## src/rtl/q_update_ctrl.sv

```systemverilog
// q_update_ctrl: sequences one tabular Q-learning update over a 16x16 Q table
// that is stored as 16 per-action RAMs (one row per state) behind a 16:1 read mux.
//   Q(s,a) <= Q(s,a) + alpha * (reward + gamma * max_k Q(s',k) - Q(s,a))
// All values are signed Q8.8. One update occupies 20 busy cycles:
// RDQ(1) + SCAN(16) + DRAIN(1) + CALC(1) + WRITE(1).
// Every output port is driven straight from a flop; the flops are loaded from
// the next-state decode so that each output is valid in the same cycle as the
// state it belongs to.
module q_update_ctrl (
    input  logic        clk,
    input  logic        rst,
    input  logic        start,
    input  logic [3:0]  state,
    input  logic [3:0]  next_state,
    input  logic [3:0]  action,
    input  logic [15:0] reward,
    input  logic [15:0] alpha,
    input  logic [15:0] gamma,
    output logic [3:0]  ram_rd_addr,
    output logic [3:0]  ram_rd_sel,
    input  logic [15:0] ram_rd_data,
    output logic [3:0]  ram_wr_addr,
    output logic [15:0] ram_wr_en,
    output logic [15:0] ram_wr_data,
    output logic        busy,
    output logic        done
);

    typedef enum logic [2:0] {
        ST_IDLE  = 3'd0,
        ST_RDQ   = 3'd1,
        ST_SCAN  = 3'd2,
        ST_DRAIN = 3'd3,
        ST_CALC  = 3'd4,
        ST_WRITE = 3'd5
    } fsm_t;

    // Sign-extend a Q8.8 value into the wide arithmetic domain.
    function automatic logic signed [47:0] sext16(input logic [15:0] v);
        sext16 = $signed({{32{v[15]}}, v});
    endfunction

    // Clamp a wide signed result to the Q8.8 range.
    function automatic logic [15:0] sat16(input logic signed [47:0] v);
        if (v > 48'sd32767) begin
            sat16 = 16'h7FFF;
        end else if (v < -48'sd32768) begin
            sat16 = 16'h8000;
        end else begin
            sat16 = v[15:0];
        end
    endfunction

    fsm_t        fsm_r;
    fsm_t        fsm_nxt_s;
    logic [3:0]  scan_k_r;
    logic [3:0]  scan_k_nxt_s;

    // Operands latched at start so later input changes cannot disturb the update.
    logic [3:0]  s_r;
    logic [3:0]  sp_r;
    logic [3:0]  a_r;
    logic [15:0] reward_r;
    logic [15:0] alpha_r;
    logic [15:0] gamma_r;

    logic [15:0] q_sa_r;
    logic [15:0] maxq_r;

    // Output flops.
    logic [3:0]  rd_addr_r;
    logic [3:0]  rd_sel_r;
    logic [3:0]  wr_addr_r;
    logic [15:0] wr_en_r;
    logic [15:0] wr_data_r;
    logic        busy_r;
    logic        done_r;

    // Next-cycle values for the output flops.
    logic [3:0]  rd_addr_nxt_s;
    logic [3:0]  rd_sel_nxt_s;
    logic [3:0]  wr_addr_nxt_s;
    logic [15:0] wr_en_nxt_s;
    logic [15:0] wr_data_nxt_s;
    logic        busy_nxt_s;
    logic        done_nxt_s;

    // Datapath intermediates.
    logic signed [47:0] prod_g_s;
    logic signed [47:0] t_s;
    logic signed [47:0] prod_a_s;
    logic signed [47:0] d_s;
    logic signed [47:0] qn_s;
    logic [15:0]        qn_sat_s;

    assign ram_rd_addr = rd_addr_r;
    assign ram_rd_sel  = rd_sel_r;
    assign ram_wr_addr = wr_addr_r;
    assign ram_wr_en   = wr_en_r;
    assign ram_wr_data = wr_data_r;
    assign busy        = busy_r;
    assign done        = done_r;

    // Next-state logic and scan counter sequencing.
    always_comb begin
        fsm_nxt_s    = fsm_r;
        scan_k_nxt_s = 4'd0;
        case (fsm_r)
            ST_IDLE: begin
                if (start) begin
                    fsm_nxt_s = ST_RDQ;
                end else begin
                    fsm_nxt_s = ST_IDLE;
                end
            end
            ST_RDQ: begin
                fsm_nxt_s = ST_SCAN;
            end
            ST_SCAN: begin
                if (scan_k_r == 4'd15) begin
                    fsm_nxt_s = ST_DRAIN;
                end else begin
                    fsm_nxt_s    = ST_SCAN;
                    scan_k_nxt_s = scan_k_r + 4'd1;
                end
            end
            ST_DRAIN: begin
                fsm_nxt_s = ST_CALC;
            end
            ST_CALC: begin
                fsm_nxt_s = ST_WRITE;
            end
            ST_WRITE: begin
                fsm_nxt_s = ST_IDLE;
            end
            default: begin
                fsm_nxt_s = ST_IDLE;
            end
        endcase
    end

    // Q update arithmetic; all operands are registers that are stable during CALC.
    always_comb begin
        prod_g_s = sext16(gamma_r) * sext16(maxq_r);
        t_s      = sext16(reward_r) + (prod_g_s >>> 8) - sext16(q_sa_r);
        prod_a_s = sext16(alpha_r) * t_s;
        d_s      = prod_a_s >>> 8;
        qn_s     = sext16(q_sa_r) + d_s;
        qn_sat_s = sat16(qn_s);
    end

    // Output decode from the state being entered. RDQ is only reachable from
    // IDLE, so its read address comes straight from the live inputs that are
    // being latched on the same edge.
    always_comb begin
        rd_addr_nxt_s = 4'd0;
        rd_sel_nxt_s  = 4'd0;
        wr_addr_nxt_s = 4'd0;
        wr_en_nxt_s   = 16'h0000;
        wr_data_nxt_s = 16'h0000;
        busy_nxt_s    = (fsm_nxt_s != ST_IDLE);
        done_nxt_s    = 1'b0;
        case (fsm_nxt_s)
            ST_RDQ: begin
                rd_addr_nxt_s = state;
                rd_sel_nxt_s  = action;
            end
            ST_SCAN: begin
                rd_addr_nxt_s = sp_r;
                rd_sel_nxt_s  = scan_k_nxt_s;
            end
            ST_WRITE: begin
                wr_addr_nxt_s = s_r;
                wr_en_nxt_s   = 16'h0001 << a_r;
                wr_data_nxt_s = qn_sat_s;
                done_nxt_s    = 1'b1;
            end
            default: begin
                rd_addr_nxt_s = 4'd0;
                rd_sel_nxt_s  = 4'd0;
            end
        endcase
    end

    // State register, scan counter and output flops.
    always_ff @(posedge clk or posedge rst) begin
        if (rst) begin
            fsm_r     <= ST_IDLE;
            scan_k_r  <= 4'd0;
            rd_addr_r <= 4'd0;
            rd_sel_r  <= 4'd0;
            wr_addr_r <= 4'd0;
            wr_en_r   <= 16'h0000;
            wr_data_r <= 16'h0000;
            busy_r    <= 1'b0;
            done_r    <= 1'b0;
        end else begin
            fsm_r     <= fsm_nxt_s;
            scan_k_r  <= scan_k_nxt_s;
            rd_addr_r <= rd_addr_nxt_s;
            rd_sel_r  <= rd_sel_nxt_s;
            wr_addr_r <= wr_addr_nxt_s;
            wr_en_r   <= wr_en_nxt_s;
            wr_data_r <= wr_data_nxt_s;
            busy_r    <= busy_nxt_s;
            done_r    <= done_nxt_s;
        end
    end

    // Operand latch on an accepted start.
    always_ff @(posedge clk or posedge rst) begin
        if (rst) begin
            s_r      <= 4'd0;
            sp_r     <= 4'd0;
            a_r      <= 4'd0;
            reward_r <= 16'h0000;
            alpha_r  <= 16'h0000;
            gamma_r  <= 16'h0000;
        end else if ((fsm_r == ST_IDLE) && start) begin
            s_r      <= state;
            sp_r     <= next_state;
            a_r      <= action;
            reward_r <= reward;
            alpha_r  <= alpha;
            gamma_r  <= gamma;
        end
    end

    // Read-data capture: RAM data lags the address by one cycle, so SCAN k=0
    // sees Q(s,a), SCAN k=1 sees the first row entry and DRAIN sees the last.
    always_ff @(posedge clk or posedge rst) begin
        if (rst) begin
            q_sa_r <= 16'h0000;
            maxq_r <= 16'h0000;
        end else begin
            case (fsm_r)
                ST_SCAN: begin
                    if (scan_k_r == 4'd0) begin
                        q_sa_r <= ram_rd_data;
                    end else if (scan_k_r == 4'd1) begin
                        maxq_r <= ram_rd_data;
                    end else if ($signed(ram_rd_data) > $signed(maxq_r)) begin
                        maxq_r <= ram_rd_data;
                    end
                end
                ST_DRAIN: begin
                    if ($signed(ram_rd_data) > $signed(maxq_r)) begin
                        maxq_r <= ram_rd_data;
                    end
                end
                default: begin
                    maxq_r <= maxq_r;
                end
            endcase
        end
    end

endmodule

```

## config.mk

```make
export PLATFORM = sky130hd
export DESIGN_NAME = q_update_ctrl
export DESIGN_NICKNAME = d
export VERILOG_FILES = /design/src/rtl/q_update_ctrl.sv
export SDC_FILE = /design/constraint.sdc
export NUM_CORES = 2
export LEC_CHECK = 0
export CAP_MARGIN = 20
export CELL_PAD_IN_SITES_DETAIL_PLACEMENT = 0
export CELL_PAD_IN_SITES_GLOBAL_PLACEMENT = 1
export CORE_MARGIN = 4
export CORE_UTILIZATION = 52
export DETAILED_ROUTE_END_ITERATION = 16
export GPL_ROUTABILITY_DRIVEN = 0
export PLACE_DENSITY_LB_ADDON = 0.2
export SLEW_MARGIN = 15
export SYNTH_ARGS = -nofsm -noshare
export SYNTH_HDL_FRONTEND = slang
export SYNTH_SLANG_ARGS = --single-unit
```

## constraint.sdc

```tcl
create_clock -name clk -period 32.2 [get_ports clk]
set_clock_uncertainty 0.05 [all_clocks]
set_input_delay 3.22 -clock clk [delete_from_list [all_inputs] [get_ports clk]]
set_output_delay 3.22 -clock clk [all_outputs]
set_load 0.02 [all_outputs]
```

==> results by group <==
Clock tree
  – CTS tree: yes
  – Root Buffer: clkbuf_16
  – Cts hold-fix bufs: 0
  – H-tree levels: 4
  – Post-cts sizing count: 0
  – Clock transition at path regs: 0.08 ns
  – Setup Fix Bufs, Post-CTS: 0
  – Sink Count: 145
  – Deepest clock path buffer count: 2
  – CTS buffer count: 17
  – Clk_lat worst skew: between 0.4 and 0.5 ns

Cells and area
  – Fill count: approximately 5800
  – Ant diodes: 0
  – Final std cells w/o fill: 4572
  – Layout cells sized above 1: 0.04816
  – Layout Nets: about 4700
  – Synth-to-layout area growth: 8.079%

Hold path
  – Min-Delay Path Class: reg -> reg
  – Min-Delay Path Depth: 1

Detailed routing
  – Vias per cell: approximately 5.4
  – Wire length per cell: around 19 microns
  – Vias post-DR: about 25000
  – WL final: between 80 and 90 mm
  – DRC: 0
  – Drt pass-1 iters: 5
  – Initial drt markers: between 1000 and 1500
  – Post-DRT Antenna Nets: 0

Place
  – IO buf count: 124
  – Hpwl dp: 69.43 mm
  – Post-placement cell count: 4538

Logic synthesis
  – Post-synthesis net count: approximately 4700
  – Synth Flop Type: dfrtp_1
  – Flop and latch count out of synthesis: roughly 150
  – Number of flops mapped to enable cells by yosys: 0
  – Async SR Flop Fraction: 1.000
  – Mean post-synth cell area: 9.222 sq um
  – Synth cell types: 73
  – Post-synthesis sequential area ratio: 0.1071
  – Warnings from Yosys: 0
  – Post-Syn Area: approximately 0.034 sq mm
  – Synth Instances: 3673

Global route
  – Remaining global-route overflow: 0
  – Largest net degree at the start of global routing: 89
  – First-pass GRT wire length: approximately 140 mm
  – GRT met2 Usage: 0.4431
  – GR peak layer: met2
  – GRT Total Usage: 0.2583
  – Initial antenna violation count: 1
  – Met1 GRT Util: 0.3425
  – Vias in the first global route: between 20000 and 30000
  – Met3 usage: 0.04421

Critical path
  – Most frequent CP cell: fa_1
  – CP max stage delay: 0.79 ns
  – Setup CP Type: reg -> reg
  – CP max-delay cell: nor4_4
  – Worst Path Required: about 33 ns
  – Crit path DAT: 18.81 ns
  – Worst Setup Start Kind: flop
  – WP depth: 66
  – Setup crit end kind: flop
  – Delay-heaviest family, CP: adder cells
  – R2R cell count: 66
  – Critical Path Fanout Max: 18
  – Critical path buffers and inverters: 11

STA
  – Minimum clock period after layout: 18.46 ns
  – Final worst path period share: 0.5734
  – Highest achievable clock rate: 54.16 MHz
  – Final hold violation count: 0
  – Final setup violation count: 0
  – Fin. max-slew vios: 0
  – Slew headroom: 0.2570
  – RSZ-0062 raised after global routing: no
  – TNS Setup: 0 ns
  – Worst Tran Pin Value: about 1.1 ns

Floorplan
  – Row cnt: 93
  – Initial Util: 0.5254
  – Die width: 263.2 microns
  – Core area: roughly 0.064 sq mm
  – Top-level port count: 125
  – Die height: 263.2 microns
  – Die area: 0.06929 sq mm

Outcome
  – Status: finished, final reports clean

Flow run
  – Max-cap viol count: 0
-- final timing paths --
| check | start | endpoint | slack (ns) |
|---|---|---|---|
| min in group asynchronous | rst | ram_rd_addr[0] | 3.21 |
| max in group asynchronous | rst | alpha_r[5] | 27.45 |
| hold reg to reg | sp_r[1] | ram_rd_addr[1] | 0.44 |
| setup / recovery | maxq_r[1] | ram_wr_data[4] | 13.74 |
| setup reg to reg | maxq_r[1] | ram_wr_data[4] | 13.74 |
| hold / removal | sp_r[1] | ram_rd_addr[1] | 0.44 |
-- final cells by class --
class | count | area, sq um | share of cell area
multi-input combinational | 2550 | 26660 | 0.7283
inverter | 835 | 3139 | 0.08575
clock buffer | 18 | 429.2 | 0.01172
tap | 855 | 1070 | 0.02922
sequential | 145 | 3628 | 0.09911
timing repair buffer | 155 | 1489 | 0.04067
clock inverter | 14 | 191.4 | 0.005229
-- through the flow --
step,hold WS (ns),util,worst slack (ns),instance area (sq um)
6_report,0.4352,0.5679,13.74,36610
5_1_grt,0.4663,0.5679,12.38,36610
4_1_cts,0.4432,0.5675,13.78,36580
3_5_place_dp,0.4353,0.5579,13.84,35960
3_3_place_gp,0.4204,0.5575,13.89,35940
2_1_floorplan,0.4122,-,15.57,33870
-- synth_stat cells (3+ instances only) --
cell type	count	area [sq um]
nor3b_1	5	37.54
nand2_1	392	1471
nor2b_1	8	50.05
o21a_1	28	210.2
and3_1	19	118.9
o21ai_0	63	315.3
a31oi_1	15	93.84
a2bb2oi_1	16	140.1
nand2b_1	24	150.1
a21o_1	50	375.4
nor3_1	37	185.2
o2111ai_1	3	26.28
o211ai_1	17	127.6
or2_2	8	50.05
nand4_1	20	125.1
ha_1	260	3253
and2_1	328	2052
mux2_2	77	867.1
a211oi_2	3	37.54
a211oi_1	26	195.2
o21bai_1	14	105.1
dfrtp_1	145	3628
inv_1	835	3134
a221o_1	3	30.03
xnor2_1	91	797.0
a21boi_0	3	22.52
and4_1	5	43.79
xor2_1	33	289.0
nand3_1	29	145.1
a22o_1	11	96.34
o21ai_1	13	65.06
nor4_1	5	31.28
or3_1	3	18.77
clkbuf_1	138	518.0
nor2_1	111	416.7
a21oi_1	93	465.5
a41oi_1	3	26.28
fa_1	681	13630
a211o_1	3	26.28
a31o_2	6	52.55
-- cell usage in the layout (no fill, tap or decap), drive strengths merged, types with 20 or more instances in the layout --
| master | instances |
|---|---|
| a211oi | 29 |
| a21o | 50 |
| a21oi | 93 |
| and2 | 329 |
| buf | 31 |
| clkdlybuf4s50 | 124 |
| dfrtp | 145 |
| fa | 681 |
| ha | 260 |
| inv | 842 |
| mux2 | 77 |
| nand2 | 392 |
| nand2b | 24 |
| nand3 | 29 |
| nand4 | 20 |
| nor2 | 111 |
| nor3 | 37 |
| o21a | 28 |
| o21ai | 76 |
| xnor2 | 91 |
| xor2 | 33 |
-- metal layers --
| metal | vias up | part of all wire |
|---|---|---|
| met3 | 134 | 0.052 |
| li1 | 11260 | - |
| met4 | 2 | 0.025 |
| met1 | 12780 | 0.42 |
| met2 | 550 | 0.50 |
| met5 | - | 0.00015 |
-- kinds of logic after synthesis --
kind of cell / after synthesis / synth area share
fa+ha+maj: 941 / 0.4985
flops: 145 / 0.1071
compound gates: 398 / 0.07909
buf+inv: 978 / 0.1088
mux: 79 / 0.02619
xor+xnor: 124 / 0.03206
simple gates: 1008 / 0.1482
-- state kept, by name (all words and copies together) (netlist names), 16 cells and up --
| name | flops |
|---|---|
| ram_wr_data | 16 |
| reward_r | 16 |
| ram_wr_en | 16 |
| maxq_r | 16 |
| gamma_r | 16 |
| q_sa_r | 16 |
| alpha_r | 16 |
Power is left out: the tool's default activity adds up to more than one toggle a clock period on the data nets, which glitch-free logic cannot reach.
